`config.mk`:
```
export PLATFORM = sky130hd
export DESIGN_NAME = xs3_gray_decade_counter
export DESIGN_NICKNAME = d
export VERILOG_FILES = /design/src/rtl/xs3_gray_decade_counter.sv
export SDC_FILE = /design/constraint.sdc
export NUM_CORES = 1
export LEC_CHECK = 0
export ABC_AREA = 1
export CAP_MARGIN = 20
export CORE_MARGIN = 3
export CORE_UTILIZATION = 30
export DETAILED_ROUTE_END_ITERATION = 10
export HOLD_SLACK_MARGIN = 0.06
export PLACE_DENSITY = 0.64
export SYNTH_ARGS = -nofsm -noshare
export SYNTH_HDL_FRONTEND = slang
export SYNTH_SLANG_ARGS = --single-unit
export TNS_END_PERCENT = 20
```
`constraint.sdc`:
```
create_clock -name clk -period 1.5 [get_ports clk]
set_input_delay 0.3 -clock clk [delete_from_list [all_inputs] [get_ports clk]]
set_output_delay 0.3 -clock clk [all_outputs]
set_load 0.01 [all_outputs]
```
`src/rtl/xs3_gray_decade_counter.sv`:
```
// ----------------------------------------------------------------------------
// xs3_gray_decade_counter
//   Synchronous decade counter whose state is presented as the excess-3 Gray
//   code digit expected by a Gray-to-decimal one-of-ten decoder. The code
//   bits come straight from flops, and adjacent digits (including the 9<->0
//   wrap) differ in exactly one bit, so the decoder never sees a transient.
//
// Parameters
//   START_DIGIT  digit (0-9) loaded by reset; values above 9 fall back to 0
//
// Ports
//   clk         rising-edge clock
//   rst         synchronous reset, active-high (overrides load and en)
//   en          count enable, one step per cycle
//   up          direction: 1 = increment, 0 = decrement
//   load        parallel load strobe
//   load_digit  binary digit to load (0-9 accepted, 10-15 rejected)
//   D,C,B,A     registered code bits, D is the MSB
//   digit       registered binary mirror of the current digit
//   tc          combinational terminal count, drives en of the next decade
//   load_err    registered one-cycle pulse for a rejected load
// ----------------------------------------------------------------------------
module xs3_gray_decade_counter #(
   parameter int unsigned START_DIGIT = 0
) (
   input  logic       clk,
   input  logic       rst,
   input  logic       en,
   input  logic       up,
   input  logic       load,
   input  logic [3:0] load_digit,
   output logic       D,
   output logic       C,
   output logic       B,
   output logic       A,
   output logic [3:0] digit,
   output logic       tc,
   output logic       load_err
);

   localparam logic [3:0] RST_DIGIT = (START_DIGIT > 9) ? 4'd0 : 4'(START_DIGIT);

   // Digit -> {D,C,B,A}. The default is unreachable because digit_d is
   // always 0-9; it maps to the code for 0 so no non-table code can appear.
   function automatic logic [3:0] xs3_code(input logic [3:0] d);
      logic [3:0] c;
      case (d)
         4'd0:    c = 4'b0010;
         4'd1:    c = 4'b0110;
         4'd2:    c = 4'b0111;
         4'd3:    c = 4'b0101;
         4'd4:    c = 4'b0100;
         4'd5:    c = 4'b1100;
         4'd6:    c = 4'b1101;
         4'd7:    c = 4'b1111;
         4'd8:    c = 4'b1110;
         4'd9:    c = 4'b1010;
         default: c = 4'b0010;
      endcase
      return c;
   endfunction

   logic [3:0] digit_q, digit_d;
   logic [3:0] code_q, code_d;
   logic       load_err_q, load_err_d;

   always_comb begin
      digit_d    = digit_q;
      load_err_d = 1'b0;
      if (load) begin
         // A rejected load still blocks counting for this cycle.
         if (load_digit <= 4'd9) digit_d    = load_digit;
         else                    load_err_d = 1'b1;
      end else if (en) begin
         if (up) digit_d = (digit_q >= 4'd9) ? 4'd0 : digit_q + 4'd1;
         else    digit_d = (digit_q == 4'd0 || digit_q > 4'd9) ? 4'd9 : digit_q - 4'd1;
      end
      // Code is derived from the next digit so both registers load together.
      code_d = xs3_code(digit_d);
   end

   always_ff @(posedge clk) begin
      if (rst) begin
         digit_q    <= RST_DIGIT;
         code_q     <= xs3_code(RST_DIGIT);
         load_err_q <= 1'b0;
      end else begin
         digit_q    <= digit_d;
         code_q     <= code_d;
         load_err_q <= load_err_d;
      end
   end

   assign D        = code_q[3];
   assign C        = code_q[2];
   assign B        = code_q[1];
   assign A        = code_q[0];
   assign digit    = digit_q;
   assign load_err = load_err_q;
   assign tc       = en & ~load & ((up & (digit_q == 4'd9)) | (~up & (digit_q == 4'd0)));

endmodule

```
[Word-level counts from Yosys, hierarchy flattened]
Memories as Yosys holds them, arrays and structs flattened. A register that Yosys moved wholly into a read port is not among the register bits.
Cells that the tools add are included.
Storage, ports and cells
  memory bits (read-only): 64
  input bits: 9
  register bits after elaboration: 5
  memories: 1
  output and inout port bits: 10
Memory list
  (no name shown): words 16, width 4, read ports 1, clocked after Yosys merged registers in 1, write ports 0, RTL line 47  | case (d)
Cells by class
  add/sub/neg operators: 2
  equality and inequality tests: 1
  reductions and logical operators: 3
  muxes and demuxes: 7
  order comparisons: 3
  bitwise gates (word level): 7
Operators by type and width (count)
  4-bit two-way mux: 6
  4-bit by 1-bit adder with 4-bit output (second input constant): 1
  1-bit AND: 4
  4-bit == test (second input constant): 1
  4-bit greater-or-equal comparator (second input constant): 1
  4-bit greater-than comparator (second input constant): 1
  4-bit less-or-equal comparator (second input constant): 1
  4-bit logical NOT: 1
  4-bit by 1-bit subtractor with 4-bit output (second input constant): 1
  1-bit inverter: 2
  2-bit OR reduction: 1
  1-bit logical OR: 1
  1-bit two-way mux: 1
  1-bit OR: 1

[Logic depth before layout (Yosys ltp)]
Gate-level depths: netlist of run 1.
  depth after elaboration: 6
  depth in mapped cells: 14
  depth with buffers taken out: 14

[Least setup slack after synthesis of run 1]
OpenSTA, ideal clock, no wires.
  path type: register to register
  start point: register digit_q[0], in the netlist digit[0]
  end point: register code_q[2]
  stages on the path, launching flop included: 15
  required time: 1.385 ns
  data arrival time: 1.624 ns
  path buffers: 0
  setup time: 0.115 ns
  setup slack: -0.239 ns
  cells stage by stage: dfxtp_1 > inv_1 > ha_1 > nand2_2 > nand2_1 > nand2_2 > nor2_2 > nor2_2 > nand2_1 > nand2_1 > nand2_2 > nor2_2 > nand3_1 > nand2_1 > nor2_1
Between the ends
  cells in the longest elaborated chain, start to end: 6
RTL lines
  start, declared: RTL line 63  | logic [3:0] digit_q, digit_d;
  start signal, assigned: RTL line 88  | digit_q <= digit_d;
  4-bit greater-than comparator / 4-bit logical NOT (equally long branches): RTL line 76  | else digit_d = (digit_q == 4'd0 || digit_q > 4'd9) ? 4'd9 : digit_q - 4'd1;
  1-bit logical OR: RTL line 76
  4-bit two-way mux: RTL line 76
  4-bit two-way mux: RTL line 75  | if (up) digit_d = (digit_q >= 4'd9) ? 4'd0 : digit_q + 4'd1;
  4-bit two-way mux: RTL line 74  | end else if (en) begin
  4-bit two-way mux *: RTL line 70  | if (load) begin
  end, declared: RTL line 64  | logic [3:0] code_q, code_d;
Mark *: on every way between the ends. The rest lies on a longest branch, timed or not.
A chain may end at the register's enable or synchronous reset.

[Final worst setup path of run 1]
  start point: register digit_q[0], in the netlist digit[0]
  end point: register code_q[3]
Same word-level chain as after synthesis.

==> results of run 1 <==
[synth_stat cells]
cell and n:
nand3_2 2, nand2_2 5, nor2_4 1, nand3_1 8, nand3b_1 1, clkbuf_1 1, nor2_2 4, a21oi_1 6
nand2_1 32, o21ai_2 1, ha_1 4, nand4_1 1, buf_6 1, a21oi_4 1, dfxtp_1 9, nor2_1 13
o211ai_1 3, xor2_1 1, a21oi_2 2, o21ai_1 2, inv_1 10, nor3_1 3, inv_6 1, inv_2 4
[tightest hold or removal path: cells and delay by family]
family | cells | cell delay, ps
and+or+nand+nor | 6 | 410
buffers and inverters | 2 | 280
[repair_timing]
item	4_1_cts	5_1_grt
pin swaps	9	10
gates resized for setup	19	13
buffers inserted	2	2
hold endpoints to repair	0	0
endpoints found under the setup margin	11	9
[routing by layer]
| metal | part of all wire [%] | vias to the layer above | wire [um] | GRT usage, % |
|---|---|---|---|---|
| met4 | 2.0 | 0 | 40 | 6.441 |
| met5 | 0 | - | 0 | 0 |
| li1 | - | 461 | - | - |
| met2 | 50 | 17 | 1022 | 24.16 |
| met1 | 45 | 408 | 911 | 14.41 |
| met3 | 2.9 | 4 | 59 | 1.160 |
[cell usage in the layout (no fill, tap or decap), types with 2 or more instances in the layout]
cell type | synthesis | routed
nand3_2 | 2 | 3
nand2_2 | 5 | 6
clkbuf_4 | 0 | 3
nand2_1 | 32 | 28
nor3_1 | 3 | 2
inv_4 | 0 | 2
inv_1 | 10 | 8
o211ai_1 | 3 | 3
buf_6 | 1 | 2
o21ai_1 | 2 | 2
ha_4 | 0 | 3
nor2_4 | 1 | 2
nor2_2 | 4 | 4
buf_4 | 0 | 24
clkdlybuf4s50_1 | 0 | 12
dlygate4sd2_1 | 0 | 3
dfxtp_1 | 9 | 5
dfxtp_4 | 0 | 3
a21oi_2 | 2 | 2
a21oi_1 | 6 | 6
nor2_1 | 13 | 12
nand3_1 | 8 | 6
nand2_4 | 0 | 3
inv_2 | 4 | 4
[sequential cells by signal (all words and copies together), names as in the netlist]
register,flops
code_q,4
digit,4
load_err,1
[logic make-up (layout without fill, tap and decap cells)]
family / Yosys count / after routing / share of synthesized area, %
fa+ha+maj: 4 / 4 / 6.712
flops: 9 / 9 / 24.16
buf+inv: 17 / 62 / 10.23
simple gates: 70 / 70 / 43.63
compound gates: 15 / 15 / 14.10
xor+xnor: 1 / 1 / 1.175
[stage by stage]
step / instances / setup TNS [ps] / hold WS (ps) / total power (uW) / area, um2
after floorplan: 116 / 0 / 362.7 / 493.2 / 768.2
after detailed placement: 181 / -2665 / 864.7 / 658.5 / 1126
after global placement: 181 / -2322 / 862.9 / 652.5 / 1126
after CTS: 187 / -795.2 / 784.9 / 864.0 / 1194
final: 189 / -867.5 / 765.5 / 884.5 / 1269
after global routing: 189 / -1739 / 817.4 / 952.9 / 1269
[final timing paths]
kind | endpoint | slack, ps | cells after the start
worst min-delay path | digit[0]$_SDFF_PP0_ | 770 | 8
worst max register to register | code_q[3]$_SDFF_PP0_ | -180 | 12
worst max-delay path | code_q[3]$_SDFF_PP0_ | -180 | 12
worst min register to register | code_q[1]$_SDFF_PP1_ | 890 | 5
[area by class of cell]
class	count	area [um2]	area share, %
sequential	9	192.7	15.19
clock buffer	4	26.28	2.071
multi-input combinational	90	581.8	45.86
inverter	15	66.31	5.227
timing repair buffer	43	366.6	28.90
tap	28	35.03	2.761
[power by group through the flow]
stage | Sequential (uW) | Combinational, uW | Clock, uW
global placement | 283 | 369 | 0
detailed placement | 283 | 375 | 0
floorplan | 294 | 199 | 0
finish | 282 | 425 | 178
global route | 284 | 464 | 204
CTS | 279 | 396 | 189
==> impl_results.md, run 1 <==
* Outcome: complete, but fails checks
* Violated checks: setup timing
* Avg Vias per Cell at 4.709
* # fillers at between 200 and 250
* Crit path max-delay family: simple AND/OR/NAND/NOR gates
* Remaining antenna violation count after routing at 0
* Leak at about 0.00061 uW
* Crit-path max cell delay at between 300 and 400 ps
* Number of core rows at 17
* Element type at the critical path end: flip-flop
* Antenna cells at 0
* Final Routed Wirelength at roughly 2.0 mm
* DRC violations left at 0
* Crit-path most repeated cell: nand2_1
* Final Setup Violations at 7
* Post-Syn Nets at ~130
* Max Slew Vio Count at 0
* Clock group share of total power at approximately a fifth
* Reg power frac at 31.8%
* Chip width at between 50 and 60 um
* Core Box Area at approximately 2300 um2
* Final-report hold violation count at 0
* Port Buf Inserts at 18
* CP startpoint kind: flip-flop
* Layout Nets at 175
* Post-synth top area share at between 20% and 30%
* Worst path slowest cell: dfxtp_4
* Pwr dens at between 600 and 700 nW/um2
* Synth Cell Area at 745.7 um2
* Post-place setup slack at -564.6 ps
* Switch share at a little over a third
* DIE AREA at just over 3000 um2
* Combinational share of power at 48.0%
* Router iterations before antenna repair at 4
* Fin Clk Skew at between 0.9 and 1 ps
* Hold wc startpoint: up
* Post-synth top area cell: dfxtp_1
* Critical-path cell list: inv_4 -> ha_1 -> a21oi_4 -> buf_4 -> nand3_1 -> nand2_1 -> nand2_1 -> nand2_2 -> inv_2 -> nor2_4 -> nand2_1 -> a21oi_2
* Global route overflow at 0
* Antenna violations before repair at 0
* Post-CTS Hold Buffers at 0
* GRT Overall Usage at between 10% and 20%
* Worst hold path type: in -> reg
* Largest net degree at the start of global routing at 9
* Total number of vias at 890
* Synthesized area per cell at 6.429 um2
* Iter 0 DRT Violations at 15
* Arr. time, crit path at roughly 1900 ps
* F_max at between 0.5 and 0.6 GHz
* CTS tree: yes
* Switch Pwr at between 300 and 400 uW
* Crit. Startpoint: digit[0]$_SDFF_PP0_
* Share of layout cells above drive strength 1 at 42.24%
* WP buf/inv at 3
* Slew @ Worst Pin at between 300 and 400 ps
* Vias in the first global route at between 800 and 900
* Cell-internal power at approximately 570 uW
* CTS Sinks at 9
* Seq/Total Area, Yosys at approximately 24%
* Dominant cells by area after synthesis: dfxtp_1 24%, nand2_1 16%, ha_1 6.7%
* First-pass GRT wire length at roughly 3.3 mm
* Routed wire per std cell at 10.76 um
* CTS clk-pin slew, worst paths at around 60 ps
* CTS buffer count at 3
* Post-DP HPWL at about 1.6 mm
* RD Place Congestion at approximately 0.8
* Crit path kind: reg -> reg
* Clock latency on the worst-skew pair at ~250 ps
* H-Tree Depth at 1
* Io pins at 19
* Area Overhead vs Synth at 70.13%
* Max-cap violations at 0
* RSZ-0062 raised after global routing: yes
* Final setup margin at -181.7 ps
* Initial core utilization at between 30 and 40%
* Tmin final at ~1700 ps
* Unique masters post-synth at 24
* #FFs+latches synth at 9
* Final design utilization at 55.74%
* Worst vdd ir at roughly 430 uV
* Cell count after synthesis at approximately 120
* Final worst-path cycle share at 112.1%
* RR Startpoint: digit[0]$_SDFF_PP0_
* Ys Warns at 0
* CTS Buffer Depth at 2
* Die Ht at around 56 um
* Crit-path max FO at 4
* Req. time, crit path at 1690 ps
* Slew HR at around 78%
* Clk root buf: clkbuf_4
Power figures use the tool's default switching activity.
==> run 2: changes to the inputs <==
--- a/config.mk
+++ b/config.mk
@@ -5,13 +5,13 @@
 export SDC_FILE = /design/constraint.sdc
 export NUM_CORES = 1
 export LEC_CHECK = 0
-export ABC_AREA = 1
+export ABC_AREA = 0
 export CAP_MARGIN = 20
 export CORE_MARGIN = 3
 export CORE_UTILIZATION = 30
 export DETAILED_ROUTE_END_ITERATION = 10
 export HOLD_SLACK_MARGIN = 0.06
-export PLACE_DENSITY = 0.64
+export PLACE_DENSITY = 0.65
 export SYNTH_ARGS = -nofsm -noshare
 export SYNTH_HDL_FRONTEND = slang
 export SYNTH_SLANG_ARGS = --single-unit
==> run 2 against run 1 <==
  * The run still ends with setup timing left
  * Critical endpoint is now code_q[2]$_SDFF_PP0_
  * Count of clock-buffer cells in the layout unchanged
  * First-iteration DRC count decreased by 20%
  * Clock power about the same
==> impl_results.md, run 2 <==
* Vias in the first global route at 725 (-15%)
* Ys Warns at 0 (unchanged)
* Crit path max-delay family: simple AND/OR/NAND/NOR gates
* Post-synth top area share at 25.26% (+1.1 points)
* Post-route design area at 1252 um2 (-1.3%)
* Max-cap violations at 0 (unchanged)
* Seq/Total Area, Yosys at 25.26% (+1.1 points)
* Initial core utilization at 31.93% (-0.83 points)
* DIE AREA at 2998 um2 (-3.9%)
* Remaining antenna violation count after routing at 0 (unchanged)
* Post-Syn Nets at 95 (-26%)
* CP startpoint kind: flip-flop
* Router iterations before antenna repair at 4 (unchanged)
* Io pins at 19 (unchanged)
* Cell-internal power at 629.5 uW (+10%)
* H-Tree Depth at 1 (unchanged)
* Fin Clk Skew at 1.245 ps (+0.3438 ps)
* Outcome: complete, but fails checks
* #FFs+latches synth at 9 (unchanged)
* F_max at 0.4892 GHz (-18%)
* Element type at the critical path end: flip-flop
* Clk root buf: clkbuf_4
* Post-CTS Hold Buffers at 0 (unchanged)
* Reg power frac at 30.5% (-1.3 points)
* Total number of vias at 790 (-11%)
* Hold wc startpoint: rst
* Post-DP HPWL at 1.529 mm (-2.8%)
* Switch share at 33.22% (-2.2 points)
* Synthesized area per cell at 8.697 um2 (+35%)
* Worst path slowest cell: or4_4
* Share of layout cells above drive strength 1 at 46.09% (+3.9 points)
* Clock group share of total power at 19.1% (-1.0 points)
* Final worst-path cycle share at 136.3% (+24 points)
* Leak at 0.0005267 uW (-13%)
* Area Overhead vs Synth at 75.61%
* Crit-path max FO at 3 (-1)
* Antenna cells at 0 (unchanged)
* Tmin final at 2044 ps (+362.3 ps)
* Cell count after synthesis at 82 (-29%)
* Number of core rows at 17 (unchanged)
* CTS buffer count at 3 (unchanged)
* Layout Nets at 142 (-19%)
* Iter 0 DRT Violations at 12 (-3)
* Post-place setup slack at -724.2 ps (-159.6 ps)
* Dominant cells by area after synthesis: dfxtp_1 25%, ha_1 7.0%, a21oi_1 4.9%
* Crit. Startpoint: digit[0]$_SDFF_PP0_
* Sum of negative setup slack at -3317 ps (-2449 ps)
* Worst vdd ir at 678.0 uV (+56%)
* Req. time, crit path at 1640 ps (-50 ps)
* Final design utilization at 56.08% (+0.33 points)
* CTS Buffer Depth at 2 (unchanged)
* Area occupied by multi-input gates at 591.8 um2 (+1.7%)
* Global route overflow at 0 (unchanged)
* Critical-path cell list: inv_6 -> ha_4 -> nor2b_4 -> nor3b_1 -> or4_4 -> o311ai_4 -> nor3b_4 -> mux2_4
* CTS Sinks at 9 (unchanged)
* Post-synth top flop: dfxtp_1
* RSZ-0062 raised after global routing: yes
* Final Routed Wirelength at 2.123 mm (+4.4%)
* Commonest cells after routing, fill and taps aside: 26 x buf_4, 13 x clkdlybuf4s50_1, 5 x nor2_1, 5 x a21oi_1, 5 x dfxtp_1
* Chip width at 54.76 um (-2.0%)
* Switch Pwr at 313.1 uW (about the same)
* Arr. time, crit path at 2190 ps (+320 ps)
* Post-synth top area cell: dfxtp_1
* # fillers at 216 (-6.9%)
* Async set-reset flop share out of synthesis at 0% (unchanged)
* Unique masters post-synth at 38 (+58%)
* Port Buf Inserts at 18 (unchanged)
* RR Startpoint: digit[0]$_SDFF_PP0_
* Die Ht at 54.76 um (-2.0%)
* First-pass GRT wire length at 3.153 mm (-4.6%)
* Final setup margin at -544.0 ps (-362.3 ps)
* CTS clk-pin slew, worst paths at 60 ps (about the same)
* Sequential cell area at 192.7 um2 (unchanged)
* Violated checks: setup timing
* Crit path kind: reg -> reg
* WP buf/inv at 1 (-2)
* Routed wire per std cell at 13.61 um (+26%)
* Largest net degree at the start of global routing at 11 (+2)
* RD Place Congestion at 0.8701 (+9.1%)
* Crit-path max cell delay at 500 ps (+120 ps)
* Dpl cell area at 1115 um2 (-1.0%)
* Worst hold path type: in -> reg
* Pwr dens at 752.6 nW/um2 (+7.9%)
* DRC violations left at 0 (unchanged)
* CTS tree: yes
* Avg Vias per Cell at 5.064 (+7.5%)
* Slew @ Worst Pin at 311.8 ps (-14.07 ps)
* Final-report hold violation count at 0 (unchanged)
* Combinational share of power at 50.4% (+2.4 points)
* Synth top cells by count: 9 x dfxtp_1, 7 x a21oi_1, 6 x nor2_1
* Post-synth EDFFs at 0 (unchanged)
* Antenna violations before repair at 0 (unchanged)
* Final Setup Violations at 9 (+2)
* Count leader, synth: dfxtp_1
* Commonest non-fill, non-tap cell in the layout: buf_4
* Slew HR at 79.11% (+0.88 points)
* Max Slew Vio Count at 0 (unchanged)
* Synth Cell Area at 713.2 um2 (-4.4%)
* Core Box Area at 2233 um2 (-1.9%)
* Clock latency on the worst-skew pair at 250 ps (about the same)
* GRT Overall Usage at 14.81% (+1.9 points)
run 2: worst reg2reg max path: stages, from the launching register on:
cell and delay (ps):
dfxtp_4 370, inv_6 80, ha_4 120, nor2b_4 130, nor3b_1 60, or4_4 500, o311ai_4 110, nor3b_4 240
mux2_4 320
run 2: repair_timing:
item                                    4_1_cts  5_1_grt
pin swaps                                     6        6
resized for setup                            17       12
buffers inserted                              2        1
endpoints found under the setup margin       13       10
run 2: final cells by class:
class                   instances  share of cell area [%]
clock buffers                   4                   2.098
inverters                       5                   2.098
multi-input cells              65                   47.25
flip-flops and latches          9                   15.38
well taps                      28                   2.797
repair buffers                 45                   30.37
run 2: logic make-up after synthesis:
kind of cell	after synthesis	share of synthesized area [%]
AO/OA/AOI/OAI	23	27.37
adder cells (fa/ha/maj)	4	7.018
flip-flops	9	25.26
buffers and inverters	8	5.614
XOR/XNOR	3	3.685
multiplexers	1	1.579
AND/OR/NAND/NOR	34	29.47
run 2: metrics by stage:
step                hold WS (ps)  cells  total power [uW]
floorplan                  361.9     82             507.1
CTS                        696.6    155             909.8
detailed placement         948.5    149             700.0
global route               730.5    156              1001
finish                     710.0    156             942.5
global placement           951.1    149             697.1
run 2: power groups by stage:
stage / clock network, uW / logic [uW] / registers, uW
6_report: 180 / 475 / 288
5_1_grt: 199 / 511 / 291
4_1_cts: 188 / 438 / 285
3_5_place_dp: 0 / 413 / 287
3_3_place_gp: 0 / 409 / 288
2_1_floorplan: 0 / 209 / 298
run 2: final timing paths:
path	end	slack [ps]	cells after the start
worst max-delay path	code_q[2]$_SDFF_PP0_	-540	8
worst min register to register	digit[3]$_SDFF_PP0_	970	4
worst min-delay path	digit[1]$_SDFF_PP0_	710	2
worst max register to register	code_q[2]$_SDFF_PP0_	-540	8
run 2: per-layer routing:
layer	part of all wire [%]	vias to the layer above	wire [um]	global-route usage, %
met5	0	-	0	0
met4	1.4	0	30	6.224
met3	2.8	4	60	1.907
li1	-	399	-	-
met1	44	373	936	19.12
met2	52	14	1095	24.41
==> run 3: changes to the inputs <==
--- a/config.mk
+++ b/config.mk
@@ -5,13 +5,13 @@
 export SDC_FILE = /design/constraint.sdc
 export NUM_CORES = 1
 export LEC_CHECK = 0
-export ABC_AREA = 0
-export CAP_MARGIN = 20
-export CORE_MARGIN = 3
+export ABC_AREA = 1
+export CAP_MARGIN = 25
+export CORE_MARGIN = 2
 export CORE_UTILIZATION = 30
 export DETAILED_ROUTE_END_ITERATION = 10
 export HOLD_SLACK_MARGIN = 0.06
-export PLACE_DENSITY = 0.65
+export PLACE_DENSITY = 0.64
 export SYNTH_ARGS = -nofsm -noshare
 export SYNTH_HDL_FRONTEND = slang
 export SYNTH_SLANG_ARGS = --single-unit
==> run 3 against run 2 <==
  * The flow still finishes with violations (setup timing)
  * Non-clock buffer count decreased by 5
  * Clock power rose by 7%
  * Die area fell by 3.3%
  * Fmax grew 20%
  * Sequential power down 3%
  * Critical endpoint unchanged
  * Largest power group unchanged
  * Highest routed layer unchanged
==> impl_results.md, run 3 (synthesis results as in run 1) <==
* Tmin final at 1708 ps (-336.3 ps)
* Commonest cells after routing, fill and taps aside: 28 x nand2_1, 23 x buf_4, 13 x clkdlybuf4s50_1
* CTS Buffer Depth at 2 (unchanged)
* Clk root buf: clkbuf_4
* R2R Setup Slk at -210 ps (+340 ps)
* Hold Slack at 776.3 ps (+66.34 ps)
* Clock latency on the worst-skew pair at 270 ps (+20 ps)
* Number of core rows at 18 (+1)
* Slew HR at 79.11% (about the same)
* DIE AREA at 2900 um2 (-3.3%)
* Element type at the critical path end: flip-flop
* Chip width at 53.86 um (-1.6%)
* Slew @ Worst Pin at 312.4 ps (+0.6008 ps)
* Crit path kind: reg -> reg
* CTS buffer count at 3 (unchanged)
* Final Setup Violations at 8 (-1)
* Violated checks: setup timing
* Antenna violations before repair at 0 (unchanged)
* RSZ-0062 raised after global routing: yes
* Crit-path max cell delay at 370 ps (-130 ps)
* Final-report hold violation count at 0 (unchanged)
* Routed wire per std cell at 11.12 um (-18%)
* Hold wc startpoint: load_digit[3]
* Io pins at 19 (unchanged)
* Outcome: complete, but fails checks
* Arr. time, crit path at 1870 ps (-320 ps)
* Crit-path max FO at 4 (+1)
* CTS tree: yes
* F_max at 0.5856 GHz (+20%)
* Core Box Area at 2410 um2 (+7.9%)
* Remaining antenna violation count after routing at 0 (unchanged)
* RD Place Congestion at 0.7790 (-10%)
* Req. time, crit path at 1660 ps (+20 ps)
* Commonest non-fill, non-tap cell in the layout: nand2_1
* Setup bufs post-CTS at 0 (-2)
* Avg Vias per Cell at 4.734 (-6.5%)
* Port Buf Inserts at 18 (unchanged)
* R2R cell count at 15 (+7)
* Final setup margin at -207.7 ps (+336.3 ps)
* Area Overhead vs Synth at 59.73%
* CP startpoint kind: flip-flop
* Max Slew Vio Count at 0 (unchanged)
* End point of the critical path: code_q[2]$_SDFF_PP0_
* Die Ht at 53.86 um (-1.6%)
* Critical-path cell list: inv_4 -> buf_4 -> ha_4 -> nand2_4 -> nand2_2 -> nand2_2 -> nor2_2 -> nor2_2 -> nand2_1 -> nand2_1 -> nand2_2 -> nor2_4 -> nand3_1 -> nand2_1 -> nor2_1
* Reg-to-reg endpoint: code_q[2]$_SDFF_PP0_
* Final worst-path cycle share at 113.8% (-22 points)
* RR Startpoint: digit[0]$_SDFF_PP0_
* Worst path slowest cell: dfxtp_4
* Layout Nets at 172 (+21%)
* Iter 0 DRT Violations at 10 (-2)
* Worst hold path type: in -> reg
* First-pass GRT wire length at 3.318 mm (+5.2%)
* Post-DP HPWL at 1.629 mm (+6.5%)
* Antenna cells at 0 (unchanged)
* Sum of negative setup slack at -942.7 ps (+2374 ps)
* Max-cap violations at 0 (unchanged)
* Pwr dens at 734.7 nW/um2 (-2.4%)
* H-Tree Depth at 1 (unchanged)
* CTS clk-pin slew, worst paths at 60 ps (about the same)
* Global route overflow at 0 (unchanged)
* Largest net degree at the start of global routing at 9 (-2)
* DRC violations left at 0 (unchanged)
* CTS Sinks at 9 (unchanged)
* Router iterations before antenna repair at 4 (unchanged)
* Leak at 0.0005697 uW (+8.2%)
* Final Routed Wirelength at 2.091 mm (-1.5%)
* Total number of vias at 890 (+13%)
* GRT Overall Usage at 15.83% (+1.0 points)
* Vias in the first global route at 832 (+15%)
* Initial core utilization at 30.94% (-0.99 points)
* Fin Clk Skew at 4.088 ps (+2.843 ps)
* Share of layout cells above drive strength 1 at 39.87% (-6.2 points)
* Crit. Startpoint: digit[0]$_SDFF_PP0_
* Worst vdd ir at 503.8 uV (-26%)
run 3: cell types whose count changed in the layout (fill, tap and decap cells not counted), moves of 4 or more:
cell,previous run,this run
inv_1,3,8
inv_2,0,4
nand3_1,2,8
nand2_1,3,28
nor2_1,5,12
nand2_2,0,8
run 3: routing by layer:
layer | track usage [%] | wire [um] | up-vias
li1 | - | - | 453
met1 | 18.95 | 908 | 415
met2 | 28.25 | 1081 | 17
met3 | 1.111 | 60 | 5
met4 | 7.692 | 40 | 0
met5 | 0 | 0 | -
run 3: timing repair:
| action | in CTS | in global routing |
|---|---|---|
| setup endpoints to repair | 12 | 9 |
| resized for setup | 16 | 6 |
| hold buffers | 0 | 0 |
| gates cloned | 0 | 0 |
| pin swaps | 3 | 0 |
run 3: per-stage QoR:
step | std cells | utilization (%) | worst slack [ps] | area [um2] | total power, uW
2_1_floorplan | 116 | - | 2.849 | 768.2 | 493.2
3_3_place_gp | 184 | 47.14 | -407.7 | 1136 | 656.5
3_5_place_dp | 184 | 47.14 | -436.8 | 1136 | 666.2
4_1_cts | 188 | 48.70 | -173.0 | 1174 | 866.4
5_1_grt | 188 | 49.43 | -334.1 | 1191 | 928.9
6_report | 188 | 49.43 | -207.7 | 1191 | 875.1
run 3: worst min path at each step:
stage	end	slack, ps	cells after the start
after floorplan	digit[0]$_SDFF_PP0_	360	1
after global placement	code_q[0]$_SDFF_PP0_	860	4
after detailed placement	code_q[0]$_SDFF_PP0_	860	4
after CTS	digit[0]$_SDFF_PP0_	780	2
after global routing	digit[2]$_SDFF_PP0_	810	2
final	load_err$_SDFF_PP0_	780	4
run 3: worst max-delay path: cells and delay by family, from the launching register on:
family	cells	cell delay, ps
fa+ha+maj	1	160
flops	1	370
buf+inv	2	170
simple gates	12	910
run 3: cell type report:
type | count | area [um2]
clock buffers | 4 | 26.28
fillers | 254 | 1219
inverters | 15 | 66.31
multi-input cells | 90 | 534.3
flip-flops and latches | 9 | 192.7
well taps | 30 | 37.54
repair buffers | 40 | 334.1
run 3: where the power goes:
group          total, uW  internal [uW]  switching [uW]
registers            278            262            16.7
logic                403            192             211
clock network        193            103            90.6
total                875            557             318
